<file path="config.mk">
export PLATFORM = sky130hd
export DESIGN_NAME = apb_master_fsm
export DESIGN_NICKNAME = d
export VERILOG_FILES = /design/src/rtl/apb_pkg.sv /design/src/rtl/apb_master_fsm.sv
export SDC_FILE = /design/constraint.sdc
export NUM_CORES = 1
export LEC_CHECK = 0
export CAP_MARGIN = 10
export CORE_ASPECT_RATIO = 0.75
export CORE_UTILIZATION = 44
export CTS_CLUSTER_DIAMETER = 30
export CTS_CLUSTER_SIZE = 10
export DETAILED_ROUTE_END_ITERATION = 10
export PLACE_DENSITY = 0.93
export SYNTH_ARGS = -nofsm -noshare
export SYNTH_HDL_FRONTEND = slang
export SYNTH_SLANG_ARGS = --single-unit
</file>
<file path="constraint.sdc">
create_clock -name PCLK -period 2.5 [get_ports PCLK]
set_clock_uncertainty 0.1 [all_clocks]
set_input_delay 0.625 -clock PCLK [delete_from_list [all_inputs] [get_ports PCLK]]
set_output_delay 0.625 -clock PCLK [all_outputs]
set_load 0.1 [all_outputs]
</file>
<file path="src/rtl/apb_pkg.sv">
// Shared APB definitions: master FSM states and default bus/timeout sizing.
package apb_pkg;

  localparam int APB_ADDR_W      = 32;
  localparam int APB_DATA_W      = 32;
  localparam int APB_TIMEOUT_CYC = 16;

  typedef enum logic [1:0] {
    IDLE   = 2'd0,
    SETUP  = 2'd1,
    ACCESS = 2'd2,
    RESP   = 2'd3
  } apb_state_e;

endpackage

</file>
<file path="src/rtl/apb_master_fsm.sv">
// APB master: one command in, one SETUP/ACCESS transfer out, one response back.
// Define APB_TIMEOUT_EN to abort an ACCESS phase after TIMEOUT_CYC cycles without PREADY.
module apb_master_fsm
  import apb_pkg::*;
#(
  parameter int ADDR_W      = APB_ADDR_W,
  parameter int DATA_W      = APB_DATA_W,
  parameter int TIMEOUT_CYC = APB_TIMEOUT_CYC
) (
  input  logic              PCLK,
  input  logic              PRESETn,

  input  logic              req_valid,
  input  logic              req_write,
  input  logic [ADDR_W-1:0] req_addr,
  input  logic [DATA_W-1:0] req_wdata,
  output logic              req_ready,

  output logic              rsp_valid,
  output logic              rsp_err,
  output logic [DATA_W-1:0] rsp_rdata,
  input  logic              rsp_ready,

  output logic              PSEL,
  output logic              PENABLE,
  output logic              PWRITE,
  output logic [ADDR_W-1:0] PADDR,
  output logic [DATA_W-1:0] PWDATA,
  input  logic [DATA_W-1:0] PRDATA,
  input  logic              PREADY,
  input  logic              PSLVERR
);

  if (TIMEOUT_CYC < 1) begin : g_bad_cfg
    $error("apb_master_fsm: TIMEOUT_CYC must be at least 1");
  end

  apb_state_e state;

`ifdef APB_TIMEOUT_EN
  localparam int CNT_W = (TIMEOUT_CYC > 1) ? $clog2(TIMEOUT_CYC) : 1;
  localparam logic [CNT_W-1:0] TMO_LAST = CNT_W'(TIMEOUT_CYC - 1);

  logic [CNT_W-1:0] tmo_cnt;
`endif

  // NOTE: every state bit and output is cleared by the async reset, so a transfer
  // cut off mid-ACCESS leaves no pending response and is never replayed.
  always_ff @(posedge PCLK or negedge PRESETn) begin
    if (!PRESETn) begin
      state     <= IDLE;
      req_ready <= 1'b1;
      PSEL      <= 1'b0;
      PENABLE   <= 1'b0;
      PWRITE    <= 1'b0;
      PADDR     <= '0;
      PWDATA    <= '0;
      rsp_valid <= 1'b0;
      rsp_err   <= 1'b0;
      rsp_rdata <= '0;
`ifdef APB_TIMEOUT_EN
      tmo_cnt   <= '0;
`endif
    end else begin
      // NOTE: non-blocking assignments throughout, so every branch sees the
      // pre-edge state and outputs update together with the state register.
      case (state)
        IDLE: begin
          if (req_valid) begin
            state     <= SETUP;
            req_ready <= 1'b0;
            PSEL      <= 1'b1;
            PENABLE   <= 1'b0;
            PWRITE    <= req_write;
            PADDR     <= req_addr;
            PWDATA    <= req_wdata;
          end
        end

        SETUP: begin
          state   <= ACCESS;
          PENABLE <= 1'b1;
`ifdef APB_TIMEOUT_EN
          tmo_cnt <= '0;
`endif
        end

        ACCESS: begin
          // PREADY is checked first so a completion on the last allowed cycle wins.
          if (PREADY) begin
            state     <= RESP;
            PSEL      <= 1'b0;
            PENABLE   <= 1'b0;
            rsp_valid <= 1'b1;
            rsp_err   <= PSLVERR;
            rsp_rdata <= PWRITE ? '0 : PRDATA;
          end
`ifdef APB_TIMEOUT_EN
          else if (tmo_cnt == TMO_LAST) begin
            state     <= RESP;
            PSEL      <= 1'b0;
            PENABLE   <= 1'b0;
            rsp_valid <= 1'b1;
            rsp_err   <= 1'b1;
            rsp_rdata <= '0;
          end else begin
            tmo_cnt <= tmo_cnt + 1'b1;
          end
`endif
        end

        RESP: begin
          if (rsp_ready) begin
            state     <= IDLE;
            rsp_valid <= 1'b0;
            req_ready <= 1'b1;
          end
        end

        default: state <= IDLE;
      endcase
    end
  end

endmodule
</file>
# [After elaboration in Yosys (flattened, before gate mapping)]
# Cells that the tools add are included.
[word_totals] regBits=104 inputBits=103 out_inout_bits=102 word_cells=43
[classes] eq_ne=6 n_mux=15 reduce_logical=12
[ops] operator="two-way mux 32 bit" n=1
[ops] operator="AND reduction 3 bit" n=5
[ops] operator="case mux 2 bit (4 select lines)" n=1
[ops] operator="two-way mux 1 bit" n=6
[ops] operator="two-way mux 2 bit" n=3
[ops] operator="inequality test 2 bit, second input constant" n=3
[ops] operator="case mux 1 bit (2 select lines)" n=3
[ops] operator="nonzero test 2 bit" n=3
[ops] operator="== test 2 bit, second input constant" n=2
[ops] operator="AND reduction 2 bit" n=2
[ops] operator="case mux 1 bit (3 select lines)" n=1
[ops] operator="nonzero test 3 bit" n=1
[ops] operator="== test 2 x 1 -> 1 bit, second input constant" n=1
[ops] operator="zero test 2 bit" n=1

# [Logic depth before layout (Yosys ltp)]
# Gate-level depths: netlist (run 1).
[depth] ltp_word=3 mapped_depth=7 ltp_nobuf=5

# [Least setup slack after synthesis (run 1)]
# OpenSTA, ideal clock, no wires.
[synth_timing] path_type="register to output" start="register PWRITE" end="output PWRITE" t_arrival_ns=0.948 t_required_ns=1.775 slack_ns=0.827 stages_incl_launch_ff=1 path_buffers=0 cell_sequence="dfrtp_1"
[synth_lines] item="start, declared" line_no="apb_master_fsm.sv:26" rtl="output logic PWRITE,"
[synth_lines] item="start signal, assigned" line_no="apb_master_fsm.sv:74" rtl="PWRITE <= req_write;"
# No word-level cell between the ends.

# [Worst setup path in the final report (run 1)]
[layout_timing] start="register PWRITE" end="output PWRITE"
# No word-level cell between the ends.

==> results.tsv, run 1 <==
stage	metric	value	unit
outcome	outcome	completed	
worst_setup_path	Critical Path Max Stage Delay	0.92	ns
die	Initial Util	46.03	%
die	Rows	30	
yosys	largest family of logic cells by synthesized area	multiplexers	
worst_setup_path	r2r endpoint	req_ready	
yosys	syn avg cell area	13.10	um^2
sta	Worst-Margin Slew	0.8893	ns
hold_path	Hold Crit Class	input pin to async pin	
drt	Detail Route Antenna Nets	0	
finish	Layout Nets	635	
clock_tree	Clock Latency Late Sink	0.34	ns
yosys	post-synthesis simple-gate area fraction	10.52	%
yosys	Synth Instances	323	
yosys	Cell Area, Synth	0.004233	mm^2
clock_tree	H-tree levels	3	
yosys	post-synthesis adder-cell area fraction	2.069	%
clock_tree	Clock Tree Buf Depth	2	
placed_design	Final Wtd Congestion	0.7735	
die	Die Ht	86.94	um
drt	final WL	9896	um
drt	DRT iter0 DRCs	167	
worst_setup_path	top cell family by delay on the critical path	flip-flops	
sta	fin crit share	90.49	%
finish	Fillers	659	
worst_setup_path	Req. time, crit path	1.77	ns
yosys	Synth Area in Compound Gates	4.818	%
clock_tree	clock root buffer	clkbuf_16	
grt	first-pass GRT wire length	15100	um
drt	drt drc	0	
clock_tree	TritonCTS clock tree	built	
worst_setup_path	Critical Setup Path Class	flop to output port	
die	Core ar.	0.009196	mm^2
sta	f_max	442.0	MHz
job	MaxCap Viol Count	0	
worst_setup_path	WP buf/inv	1	
finish	n_diodes	0	
yosys	XOR/XNOR Fraction of Synth Area	0	%
grt	GRT Total Usage	19.80	%
yosys	synth unique cells	24	
sta	RSZ-0062 raised after global routing	false	
die	die area	0.01002	mm^2
sta	minimum clock period	2.262	ns
clock_tree	Num CTS Buffers	9	
grt	number of antenna violations at the first check in global routing	0	
sta	WHS	0.2226	ns
drt	DR vias	3074	
worst_setup_path	slowest CP cell	dfrtp_1	
worst_setup_path	Worst setup SP type	flop	
worst_setup_path	R2R Setup Slk	0.58	ns
sta	Rel. slew slack	40.72	%
worst_setup_path	CP Capture Type	output port	
finish	commonest non-fill, non-tap cells in the layout	103 x dfrtp_1, 103 x buf_4, 101 x clkdlybuf4s50_1	
worst_setup_path	largest fanout on the critical path	34	
yosys	post-synthesis sequential area ratio	61.51	%
yosys	Yosys Warn Count	0	
sta	Pins Over Slew Limit	0	
finish	utilization after layout	70.16	%
sta	setup TNS	0	ns
clock_tree	CTS clk-pin slew, worst paths	0.07	ns
placed_design	Placed Area	0.006153	mm^2
die	Die Wd	115.3	um
grt	vias in the first global route	3051	
grt	GRT Residual Overflow	0	
finish	Area growth syn-to-layout	52.44	%
die	I/O pin count	205	
sta	count of final hold-check violations	0	
worst_setup_path	Critical Path AT	1.54	ns
finish	design area	0.006452	mm^2
yosys	post-synthesis mux area share	18.33	%
drt	Via density	4.672	
drt	post-DR wirelength/cell	15.04	um
sta	endpoints failing setup	0	
clock_tree	CTS Sinks	104	
worst_setup_path	FF-to-FF Start	state[0]	
worst_setup_path	Reg2Reg Depth	6	
placed_design	Port Buffers	204	
grt	largest net degree at the start of global routing	105	
yosys	Seq cells post-synth	104	
clock_tree	CTS Hold Bufs	0	
finish	layout cell share with drive strength beyond 1	36.98	%
worst_setup_path	crit-path cells	buf_12	
placed_design	DP HPWL	7209	um
clock_tree	post-CTS resize count	0	
drt	drt pass-1 iters	4	
yosys	syn_nets	433	
clock_tree	setup bufs post-CTS	0	
[state kept, by name, summed over array words and instances, names as in the netlist]
name,count
req_ready,1
PWRITE,1
state,2
rsp_valid,1
PSEL,1
PENABLE,1
rsp_err,1
rsp_rdata,32
PWDATA,32
PADDR,32
[worst max-delay path by stage]
stage	slack (ns)	to	depth (start not counted)	from
3_5_place_dp	0.31	req_ready	5	req_valid
2_1_floorplan	0.83	PWRITE	0	PWRITE
5_1_grt	0.12	PWRITE	1	PWRITE
6_report	0.24	PWRITE	1	PWRITE
4_1_cts	0.22	PWRITE	1	PWRITE
3_3_place_gp	0.34	req_ready	5	req_valid
[cell type report]
cell class | count | area, um^2 | share of cell area (%)
Clock buffer | 10 | 229.0 | 3.549
Clock inverter | 6 | 70.07 | 1.086
Inverter | 2 | 7.507 | 0.1163
Multi-Input combinational cell | 200 | 1518 | 23.52
Sequential cell | 104 | 2604 | 40.35
Tap cell | 128 | 160.2 | 2.482
Timing Repair Buffer | 208 | 1864 | 28.89
[logic make-up (layout without fill, tap and decap cells)]
group | after synthesis | in the layout
DFF | 104 | 104
and+or+nand+nor | 85 | 85
muxes | 69 | 69
AOI/OAI and AO/OA | 39 | 39
buffers and inverters | 19 | 226
adders and majority gates | 7 | 7
[layer usage]
metal / vias up / GRT usage (%) / wire (um)
met5: - / 0 / 0
met3: 13 / 6.402 / 722
met4: 0 / 6.494 / 147
met1: 1456 / 23.56 / 4096
met2: 116 / 34.12 / 4930
li1: 1489 / - / -
[synth_stat cells]
cell type  instances  share of area, %
o21ai_0           33               3.9
a31o_2             1              0.21
nor3_2             1              0.24
nand2b_1          35               5.2
and4_1             1              0.21
mux2i_1            1              0.24
a211oi_1           2              0.35
or3b_1             1              0.21
mux2_2            68                18
buf_2              6              0.71
dfstp_2            1              0.62
nor2_1             3              0.27
nor2b_1            5              0.74
nand3_1            1              0.12
ha_1               7               2.1
or2_2              1              0.15
nor3_1             2              0.24
dfrtp_1          103                61
nor3b_1            1              0.18
inv_1              2              0.18
a21oi_1            3              0.35
buf_6              5               1.3
clkbuf_1           6              0.53
nand2_1           34               3.0
[through the flow]
stage	worst slack [ns]	cells
final	0.2377	658
after global routing	0.1239	658
after CTS	0.2186	658
after detailed placement	0.3108	642
after global placement	0.3421	642
after floorplan	0.8269	323
Power of run 1 is not shown: default switching activity piles up to over one toggle a cycle in this logic, so the estimate is an artifact.
==> run 2: changes to the inputs <==
Settings changed: CAP_MARGIN 10 to 30, CORE_UTILIZATION 44 to 36, PLACE_DENSITY 0.93 to 0.79.
==> results.tsv, run 2 (synthesis gave the netlist of run 1 again) <==
stage	metric	value	unit
outcome	outcome	completed	
worst_setup_path	Reg2Reg Depth	5	
finish	layout cell share with drive strength beyond 1	37.22	%
placed_design	placed insts	673	
clock_tree	CTS Sinks	104	
sta	Worst-Margin Slew	0.9194	ns
die	Rows	33	
sta	count of final hold-check violations	0	
clock_tree	TritonCTS clock tree	built	
clock_tree	CTS Hold Bufs	0	
finish	commonest non-fill, non-tap cells in the layout	105 x buf_4, 103 x dfrtp_1, 101 x clkdlybuf4s50_1	
sta	Rel. slew slack	38.70	%
clock_tree	H-tree levels	3	
worst_setup_path	top cell family by delay on the critical path	flip-flops	
drt	Detail Route Antenna Nets	0	
die	I/O pin count	205	
worst_setup_path	slowest CP cell	dfrtp_1	
drt	post-DR wirelength/cell	14.59	um
drt	final WL	10050	um
die	Core ar.	0.01119	mm^2
worst_setup_path	FF-to-FF Start	state[0]	
placed_design	DP HPWL	7669	um
finish	Layout Nets	637	
grt	first-pass GRT wire length	15620	um
sta	setup TNS	0	ns
finish	Area growth syn-to-layout	53.65	%
sta	Pins Over Slew Limit	0	
finish	commonest non-fill, non-tap cell in the layout	buf_4	
die	die area	0.01220	mm^2
clock_tree	post-CTS resize count	0	
finish	n_diodes	0	
worst_setup_path	r2r endpoint	PADDR[18]	
worst_setup_path	Critical Path Max Stage Delay	0.94	ns
clock_tree	Clock Tree Buf Depth	2	
grt	GRT Total Usage	16.77	%
clock_tree	Clock Latency Late Sink	0.33	ns
grt	GRT Residual Overflow	0	
sta	endpoints failing setup	0	
drt	DRT iter0 DRCs	90	
job	MaxCap Viol Count	0	
worst_setup_path	Worst setup SP type	flop	
worst_setup_path	crit-path cells	buf_12	
drt	Via density	4.511	
clock_tree	CTS clk-pin slew, worst paths	0.07	ns
drt	drt pass-1 iters	4	
grt	vias in the first global route	3018	
grt	number of antenna violations at the first check in global routing	0	
clock_tree	Num CTS Buffers	9	
sta	f_max	439.3	MHz
finish	Fillers	925	
finish	Post-Layout Cell Count	689	
worst_setup_path	WP buf/inv	1	
clock_tree	setup bufs post-CTS	0	
sta	fin crit share	91.05	%
die	Die Ht	95.91	um
worst_setup_path	Req. time, crit path	1.77	ns
die	Initial Util	37.83	%
drt	drt drc	0	
placed_design	Port Buffers	204	
worst_setup_path	CP Capture Type	output port	
placed_design	Final Wtd Congestion	0.7776	
sta	minimum clock period	2.276	ns
hold_path	Hold Crit Class	input pin to async pin	
sta	RSZ-0062 raised after global routing	false	
grt	largest net degree at the start of global routing	67	
finish	Largest regs	PADDR (32), PWDATA (32), rsp_rdata (32)	
drt	DR vias	3108	
worst_setup_path	Critical Setup Path Class	flop to output port	
worst_setup_path	largest fanout on the critical path	34	
clock_tree	clock root buffer	clkbuf_16	
worst_setup_path	R2R Setup Slk	0.61	ns
die	Die Wd	127.2	um
worst_setup_path	Critical Path AT	1.55	ns
==> run 2: how the worst max path moves through the flow <==
stage                     startpoint          to  cells past startpoint
after global placement     req_valid   PADDR[21]                      4
after detailed placement   req_valid  PWDATA[26]                      4
after CTS                     PWRITE      PWRITE                      1
after floorplan               PWRITE      PWRITE                      0
after global routing          PWRITE      PWRITE                      1
final                         PWRITE      PWRITE                      1
==> run 2: metrics by stage <==
| step | setup slack [ns] | cell area, um^2 | hold slack [ns] | util (%) |
|---|---|---|---|---|
| 6_report | 0.2237 | 6504 | 0.1129 | 58.12 |
| 5_1_grt | 0.1268 | 6504 | 0.1320 | 58.12 |
| 4_1_cts | 0.1944 | 6504 | 0.1160 | 58.12 |
| 2_1_floorplan | 0.8269 | 4233 | 0.2294 | - |
| 3_3_place_gp | 0.3429 | 6205 | 0.3647 | 55.45 |
| 3_5_place_dp | 0.3017 | 6205 | 0.3728 | 55.45 |
==> run 2: routing by layer <==
metal / share of wire, % / GRT usage [%] / vias to the layer above
met5: 0 / 0 / -
met4: 1.2 / 5.159 / 0
met3: 7.8 / 6.281 / 11
met2: 50 / 27.98 / 121
met1: 41 / 20.37 / 1477
li1: - / - / 1499
==> run 2: layout make-up <==
class	instances	area, um^2	share of cell area [%]
Timing Repair Buffer	210	1879	28.90
Sequential cell	104	2604	40.03
Multi-Input combinational cell	200	1518	23.34
Clock buffer	10	229.0	3.521
Tap cell	157	196.4	3.020
Inverter	2	7.507	0.1154
Clock inverter	6	70.07	1.077
Power of run 2 is left out for the same reason.
==> run 3: changes to the inputs <==
Settings changed: CTS_CLUSTER_SIZE 10 to 40.
==> results of run 3 <==
Same layout as run 2: the final DEF is identical, and so are final timing and power.
Power of run 3 is left out for the same reason.
